===== src/rtl/draw_arbiter.sv =====
// draw_arbiter
// Round-robin arbiter plus filled-rectangle rasteriser that shares the single
// vga_adapter pixel-write port among N_REQ drawing requesters.
//
// Ports:
//   clk, rst            - system clock, synchronous active-high reset
//   req[N_REQ]          - per-requester command request (held until gnt)
//   cmd_x0/cmd_w        - packed per-requester left column / width (X_W each)
//   cmd_y0/cmd_h        - packed per-requester top row / height (Y_W each)
//   cmd_color           - packed per-requester fill colour (COLOR_W each)
//   gnt[N_REQ]          - one-cycle one-hot pulse when a command is accepted
//   done[N_REQ]         - one-cycle one-hot pulse when that rectangle is finished
//   busy                - high from the grant cycle through the done cycle
//   x, y, color, plot   - registered pixel write toward vga_adapter
module draw_arbiter #(
    parameter int N_REQ    = 4,
    parameter int X_W      = 9,
    parameter int Y_W      = 8,
    parameter int COLOR_W  = 3,
    parameter int SCREEN_W = 320,
    parameter int SCREEN_H = 240
) (
    input  logic                       clk,
    input  logic                       rst,
    input  logic [N_REQ-1:0]           req,
    input  logic [N_REQ*X_W-1:0]       cmd_x0,
    input  logic [N_REQ*Y_W-1:0]       cmd_y0,
    input  logic [N_REQ*X_W-1:0]       cmd_w,
    input  logic [N_REQ*Y_W-1:0]       cmd_h,
    input  logic [N_REQ*COLOR_W-1:0]   cmd_color,
    output logic [N_REQ-1:0]           gnt,
    output logic [N_REQ-1:0]           done,
    output logic                       busy,
    output logic [X_W-1:0]             x,
    output logic [Y_W-1:0]             y,
    output logic [COLOR_W-1:0]         color,
    output logic                       plot
);

    localparam int IDX_W = (N_REQ > 1) ? $clog2(N_REQ) : 1;

    localparam logic [1:0] ST_IDLE   = 2'd0;
    localparam logic [1:0] ST_DRAW   = 2'd1;
    localparam logic [1:0] ST_FINISH = 2'd2;

    localparam logic [X_W:0] SCR_W = (X_W+1)'(SCREEN_W);
    localparam logic [Y_W:0] SCR_H = (Y_W+1)'(SCREEN_H);

    logic [1:0]       state;
    logic [IDX_W-1:0] last;     // index of the previous grant
    logic [IDX_W-1:0] cur;      // requester being drawn
    logic [IDX_W-1:0] win;      // round-robin winner this cycle
    logic [X_W-1:0]   lx0;      // latched left column, reloaded at each row end
    // Counters and end bounds carry one extra bit so x0+w / y0+h never wrap.
    logic [X_W:0]     cx, x_end, cx_inc;
    logic [Y_W:0]     cy, y_end, cy_inc;

    logic [X_W-1:0]     sel_x0, sel_w;
    logic [Y_W-1:0]     sel_y0, sel_h;
    logic [COLOR_W-1:0] sel_color;

    function automatic logic [IDX_W-1:0] wrap_idx(input int v);
        return IDX_W'(v % N_REQ);
    endfunction

    // Walk offsets from farthest to nearest so the requester closest after
    // `last` overwrites the others; offset N_REQ is `last` itself (lowest).
    always_comb begin
        win = last;
        for (int k = N_REQ; k >= 1; k--) begin
            if (req[wrap_idx(int'(last) + k)])
                win = wrap_idx(int'(last) + k);
        end
    end

    assign sel_x0    = cmd_x0[win*X_W +: X_W];
    assign sel_w     = cmd_w[win*X_W +: X_W];
    assign sel_y0    = cmd_y0[win*Y_W +: Y_W];
    assign sel_h     = cmd_h[win*Y_W +: Y_W];
    assign sel_color = cmd_color[win*COLOR_W +: COLOR_W];

    assign cx_inc = cx + 1'b1;
    assign cy_inc = cy + 1'b1;

    always_ff @(posedge clk) begin
        if (rst) begin
            state <= ST_IDLE;
            last  <= IDX_W'(N_REQ - 1);
            cur   <= '0;
            lx0   <= '0;
            cx    <= '0;
            cy    <= '0;
            x_end <= '0;
            y_end <= '0;
            gnt   <= '0;
            done  <= '0;
            busy  <= 1'b0;
            x     <= '0;
            y     <= '0;
            color <= '0;
            plot  <= 1'b0;
        end else begin
            gnt  <= '0;
            done <= '0;
            plot <= 1'b0;
            case (state)
                ST_IDLE: begin
                    if (|req) begin
                        gnt[win] <= 1'b1;
                        busy     <= 1'b1;
                        last     <= win;
                        cur      <= win;
                        lx0      <= sel_x0;
                        cx       <= {1'b0, sel_x0};
                        cy       <= {1'b0, sel_y0};
                        x_end    <= {1'b0, sel_x0} + {1'b0, sel_w};
                        y_end    <= {1'b0, sel_y0} + {1'b0, sel_h};
                        color    <= sel_color;
                        // An empty rectangle has no pixel cycles, so it goes
                        // straight to the done cycle to keep done at T+2.
                        state    <= (sel_w == '0 || sel_h == '0) ? ST_FINISH : ST_DRAW;
                    end else begin
                        // Cycle after done with nothing pending: drop busy.
                        busy <= 1'b0;
                    end
                end
                ST_DRAW: begin
                    x    <= cx[X_W-1:0];
                    y    <= cy[Y_W-1:0];
                    // Off-screen pixels still take their cycle, just unplotted.
                    plot <= (cx < SCR_W) && (cy < SCR_H);
                    if (cx_inc == x_end) begin
                        cx <= {1'b0, lx0};
                        if (cy_inc == y_end)
                            state <= ST_FINISH;
                        else
                            cy <= cy_inc;
                    end else begin
                        cx <= cx_inc;
                    end
                end
                ST_FINISH: begin
                    done[cur] <= 1'b1;
                    state     <= ST_IDLE;
                end
                default: state <= ST_IDLE;
            endcase
        end
    end

endmodule

===== config.mk =====
export PLATFORM = sky130hd
export DESIGN_NAME = draw_arbiter
export DESIGN_NICKNAME = d
export VERILOG_FILES = /design/src/rtl/draw_arbiter.sv
export SDC_FILE = /design/constraint.sdc
export NUM_CORES = 1
export LEC_CHECK = 0
export ABC_CLOCK_PERIOD_IN_PS = 8400
export CAP_MARGIN = 10
export CORE_MARGIN = 2
export CORE_UTILIZATION = 30
export DETAILED_ROUTE_END_ITERATION = 10
export PLACE_DENSITY = 0.64
export REMOVE_ABC_BUFFERS = 1
export SETUP_SLACK_MARGIN = 0.1
export SLEW_MARGIN = 20
export SYNTH_ARGS = -nofsm -noshare
export SYNTH_HDL_FRONTEND = slang
export SYNTH_SLANG_ARGS = --single-unit
export TNS_END_PERCENT = 1

===== constraint.sdc =====
create_clock -name clk -period 8.4 [get_ports clk]
set_input_delay 1.26 -clock clk [delete_from_list [all_inputs] [get_ports clk]]
set_output_delay 1.26 -clock clk [all_outputs]
set_load 0.01 [all_outputs]

==> results.json, run 1 <==
{
  "die-area_mm2": 0.0199,
  "whs_endpoint": "lx0[2]",
  "dp_slack_ns": 2.47,
  "max_slew_margin_pct": 48.7,
  "path_class": "in -> reg",
  "drtPass1Iterations": 5,
  "path_cells": "clkdlybuf4s50_1, nand2b_1, o211a_1, nor2_4, buf_4, mux2i_1, mux2i_1, inv_1, fa_1, a2111oi_0, a2111oi_2, o311ai_1, o211ai_1, or4b_1, a21oi_1",
  "ys_seq_elements": 83,
  "avgSynthCellArea_um2": 7.87,
  "grt_overflow": 0,
  "ys_warn_count": 0,
  "worst_slack_ns": 2.83,
  "design_area_mm2": 0.00796,
  "path_buf_inv": 3,
  "wl_per_cell_um": 15.1,
  "synth_async_sr_flop_share_pct": 0,
  "synthTopCellsByCount": "nand2_1, dfxtp_1, mux2i_1",
  "period_share_pct": 66.3,
  "synth_top_area_share_pct": 29.4,
  "yosysTopAreaCell": "dfxtp_1",
  "grt_pass1_wl_um": 26700,
  "hpwl_um": 12700,
  "cp_common_cell": "mux2i_1",
  "io_buffers": 183,
  "nFillCells": 1870,
  "drv_slew": 0,
  "cts_root_buf": "clkbuf_16",
  "layout-drive-gt1-share_pct": 4.80,
  "dieWidth_um": 141,
  "maxCapViolations": 0,
  "htree_levels": 3,
  "period_needed_ns": 5.57,
  "slowest_delay_ns": 0.66,
  "drcViolationCount": 0,
  "antenna_found_initial": 0,
  "final_util_pct": 42.8,
  "r2r_slack_ns": 3.83,
  "cpMaxStageDelayCell": "buf_4",
  "rows": 50,
  "reg2reg_from": "last[0]",
  "hold_buffers": 0,
  "synth_area_mm2": 0.00564,
  "tritoncts": "built",
  "cts_resized": 0,
  "synth_edf_count": 0,
  "post-cts-setup-buffer-count": 0,
  "power_density_mw_per_mm2": 252,
  "status": "finished clean",
  "synthFlopType": "dfxtp_1",
  "drtIter0Drc": 349,
  "regArea_mm2": 0.00166,
  "vias": 5558,
  "via_per_inst": 5.01,
  "cp-end-kind": "register",
  "area_delta_synth_final_pct": 41.1,
  "multi_input_area_mm2": 0.00377,
  "crit_required_ns": 8.67,
  "synth.most_common_cell": "nand2_1",
  "fin_setup_tns_ns": 0,
  "synth_cell_types": 62,
  "final_nets": 1045,
  "start_kind": "input pin",
  "path_clk_slew_ns": 0.06,
  "worstPathMaxFanout": 50,
  "grt_use_total_pct": 16.6,
  "reg2reg_depth": 14,
  "worst_pin_slew_ns": 0.767,
  "pin_count": 184,
  "grt_pass1_vias": 5143,
  "insertion_delay_ns": 0.34,
  "wl_um": 16800,
  "clock_path_buffers": 2,
  "place_area_mm2": 0.00766,
  "p_leak_uw": 0.00316,
  "finClkSkew_ns": 0.00480,
  "synth_cells": 717,
  "grt_max_degree": 51,
  "hold_path_startpoint": "lx0[2]",
  "hold_viol": 0,
  "diodes": 0,
  "start_util_pct": 30.4,
  "ir_drop_v": 0.000114,
  "yosysSeqAreaShare_pct": 29.4,
  "finalSetupViolCount": 0,
  "synthTopCellsByArea": "dfxtp_1, nand2_1, mux2i_1",
  "hp-class": "reg -> reg",
  "ant_nets": 0,
  "cp_data_arrival_time_ns": 5.84,
  "cts.sinks": 83,
  "place.gp.congestion": 0.828,
  "numCtsBuffers": 9,
  "fmax_mhz": 180,
  "rsz0062_at_grt": "no",
  "hold_path_depth": 2,
  "coreArea_mm2": 0.0186,
  "dieHeight_um": 141,
  "timing.rr.end": "x_end[8]",
  "critPathTopFamily": "compound AO/OA/AOI/OAI gates"
}
## tightest hold or removal path, stage by stage, from the launching register on
cell and delay, ns:
dfxtp_1 0.31, nand2_1 0.05, a21oi_1 0.05
## state kept, by name, indices dropped and copies added, names as in the netlist
name and count:
plot 1, cur 2, color 3, gnt 4
last 2, done 4, state 2, lx0 9
cy 9, y 8, y_end 9, x_end 10
cx 10, x 9, busy 1
## per-layer routing
metal	share of wire, %	global-route usage [%]	vias to the layer above	wire length, um
met4	1.6	5.00	0	272
li1	-	-	2852	-
met2	45	25.6	174	7520
met3	6.0	2.99	20	1010
met5	0	0	-	0
met1	48	23.5	2512	7970
## cell type report
type                    count  area share, %
multi-input cells         576           47.3
repair buffers            194           24.0
flip-flops and latches     83           20.9
well taps                 234           3.68
clock buffers              12           3.35
clock inverters             2          0.440
inverters                   8          0.377
## logic make-up after synthesis
| group | after synthesis | share of synthesized area, % |
|---|---|---|
| XOR/XNOR | 47 | 8.51 |
| buffers and inverters | 58 | 4.15 |
| AND/OR/NAND/NOR | 306 | 25.0 |
| flip-flops | 83 | 29.4 |
| AO/OA/AOI/OAI | 140 | 15.6 |
| adder cells (fa/ha/maj) | 19 | 4.48 |
| multiplexers | 64 | 12.8 |
## how the worst max path moves through the flow
| stage | cells past startpoint | from | to | slack, ns |
|---|---|---|---|---|
| after floorplan | 14 | req[0] | x_end[8] | 2.29 |
| after global placement | 15 | req[3] | x_end[8] | 2.66 |
| after detailed placement | 15 | req[3] | x_end[8] | 2.47 |
| after CTS | 15 | req[3] | x_end[8] | 2.82 |
| after global routing | 15 | req[3] | x_end[8] | 2.46 |
| final | 15 | req[3] | x_end[8] | 2.83 |
## cells in the final DEF (no fill, tap or decap), types with 7 or more instances in the layout
master,synthesis,final
nor2_1,42,42
inv_1,8,8
nand4_1,8,8
nand2b_1,10,10
o21ai_0,21,21
nand3_1,21,21
clkbuf_16,0,9
xnor2_1,25,25
and3_1,20,20
ha_1,17,17
dfxtp_1,83,83
nand2_1,160,160
xor2_1,17,17
nor3_1,8,7
buf_4,0,11
mux2i_1,57,57
nor4_1,10,10
a21oi_1,53,53
clkdlybuf4s50_1,0,182
a31oi_1,20,20
## stage by stage
step,cells,power (uW),hold slack (ns)
after global routing,1109,2170,0.471
after global placement,1095,1600,0.442
final,1109,2010,0.455
after detailed placement,1095,1610,0.447
after CTS,1109,2020,0.456
after floorplan,667,1300,0.428
## power by group
part           total (uW)  switching [uW]  internal (uW)  leakage (uW)
logic                1030             539            488       0.00232
clock network         403             152            251      0.000151
registers             575            88.7            487      0.000682
(Power assumes the default switching activity.)
==> inputs of run 2 (changes only) <==
ABC_CLOCK_PERIOD_IN_PS = 4800   (was 8400)
PLACE_DENSITY = 0.66   (was 0.64)
clock period = 4.8 ns   (was 8.4 ns; I/O delays follow)
==> run 2 against run 1 <==
- clock power increased by 81%
- global-route usage rose by 0.71 points
- clock skew increased by 0.0067 ns
- die area did not move
- combinational power rose by 79%
- critical path depth down 1
- final cell count grew 1.2%
- routed wire length increased by 1.2%
- non-clock buffer count increased by 12
- flip-flop and latch count did not move
- register-to-register slack worse by 2.9 ns
- critical path type unchanged
==> results.json, run 2 (synthesized netlist as in run 1, its figures left out) <==
{
  "grt_pass1_vias": 5526,
  "maxCapViolations": 0,
  "grt_max_degree": 45,
  "insertion_delay_ns": 0.34,
  "top_regs": "cx: 10 flops, x_end: 10 flops",
  "multi_input_area_mm2": 0.00376,
  "final_nets": 1057,
  "path_class": "in -> reg",
  "regArea_mm2": 0.00166,
  "place.gp.congestion": 0.883,
  "hold_viol": 0,
  "via_per_inst": 5.06,
  "cts.sinks": 83,
  "grt_overflow": 0,
  "drv_slew": 0,
  "antenna_found_initial": 0,
  "wl_um": 17000,
  "hold_buffers": 0,
  "rsz0062_at_grt": "no",
  "cts_root_buf": "clkbuf_16",
  "finClkSkew_ns": 0.0115,
  "dieWidth_um": 141,
  "fmax_mhz": 229,
  "fin_setup_tns_ns": 0,
  "cts_resized": 0,
  "layout-drive-gt1-share_pct": 5.86,
  "max_slew_margin_pct": 47.9,
  "post-cts-setup-buffer-count": 0,
  "status": "finished clean",
  "htree_levels": 3,
  "worst_pin_slew_ns": 0.781,
  "die-area_mm2": 0.0199,
  "ant_nets": 0,
  "hpwl_um": 13200,
  "power_density_mw_per_mm2": 445,
  "vias": 5680,
  "clock_path_buffers": 2,
  "coreArea_mm2": 0.0186,
  "finalSetupViolCount": 0,
  "io_buffers": 183,
  "worst_slack_ns": 0.440,
  "cp_data_arrival_time_ns": 4.64,
  "layout_commonest_cell": "clkdlybuf4s50_1",
  "start_kind": "input pin",
  "ir_drop_v": 0.000208,
  "drtPass1Iterations": 5,
  "grt_pass1_wl_um": 28000,
  "diodes": 0,
  "area_delta_synth_final_pct": 42.8,
  "tritoncts": "built",
  "cp-end-kind": "register",
  "hp-class": "reg -> reg",
  "start_util_pct": 30.4,
  "pin_count": 184,
  "nFillCells": 1864,
  "mostFrequentLayoutCells": "clkdlybuf4s50_1, nand2_1, dfxtp_1",
  "drcViolationCount": 0,
  "finalNonFillerCells": 1122,
  "p_leak_uw": 0.00321,
  "path_clk_slew_ns": 0.06,
  "rows": 50,
  "period_needed_ns": 4.36,
  "dpl.cell_count": 1107,
  "dp_slack_ns": 0.0863,
  "grt_use_total_pct": 17.3,
  "dieHeight_um": 141,
  "period_share_pct": 90.8,
  "wl_per_cell_um": 15.1,
  "crit_required_ns": 5.08,
  "numCtsBuffers": 9,
  "drtIter0Drc": 301,
  "worstPathMaxFanout": 5
}
==> run 2: cell count changes in the layout (fill, tap and decap cells not counted) <==
cell	delta
buf_4	+12
clkbuf_8	-3
clkbuf_1	+2
bufinv_16	+1
clkinv_2	-1
clkinv_4	+1
clkinvlp_4	+1
nor2b_1	+1
nor2b_2	-1
==> run 2: layout make-up <==
| cell class | instances | share of cell area (%) |
|---|---|---|
| timing repair buffer | 206 | 24.8 |
| sequential | 83 | 20.6 |
| clock buffer | 11 | 2.89 |
| clock inverter | 4 | 0.947 |
| inverter | 8 | 0.373 |
| multi-input combinational | 576 | 46.7 |
| tap | 234 | 3.63 |
==> run 2: worst paths after layout <==
check        startpoint       end  slack (ns)  cells after the start
min reg2reg        y[3]      y[3]        0.45                      2
min                y[3]      y[3]        0.45                      2
max reg2reg     last[0]  x_end[7]        0.92                     13
max              req[0]  x_end[7]        0.44                     14
==> run 2: routing by layer <==
layer  share of wire [%]  track usage [%]  vias to the layer above
li1                    -                -                     2884
met5                   0                0                        -
met3                 5.2             3.16                       12
met1                  47             23.1                     2618
met4                0.91             4.26                        0
met2                  47             28.9                      166
==> run 2: where the power goes <==
part	total (uW)	switching, uW	internal, uW
Sequential	1020	164	852
Combinational	1840	955	887
Clock	730	275	454
==> run 2: through the flow <==
step	instance area [um^2]	hold slack, ns	util [%]	power (uW)
after floorplan	5440	0.428	-	2270
after global placement	7750	0.442	41.7	2840
after detailed placement	7750	0.448	41.7	2860
after CTS	8060	0.456	43.4	3600
after global routing	8060	0.474	43.4	3870
final	8060	0.454	43.4	3590
==> run 2: critical path, cell delays in order <==
cell             delay [ns]
clkdlybuf4s50_1        0.45
nor3b_1                0.59
or3_1                  0.30
and3_1                 0.17
a31oi_1                0.05
buf_4                  0.18
ha_1                   0.27
nand2_1                0.07
o41ai_1                0.64
o21ai_0                0.24
a221oi_1               0.35
a211oi_1               0.12
or4_1                  0.41
nand3_1                0.07
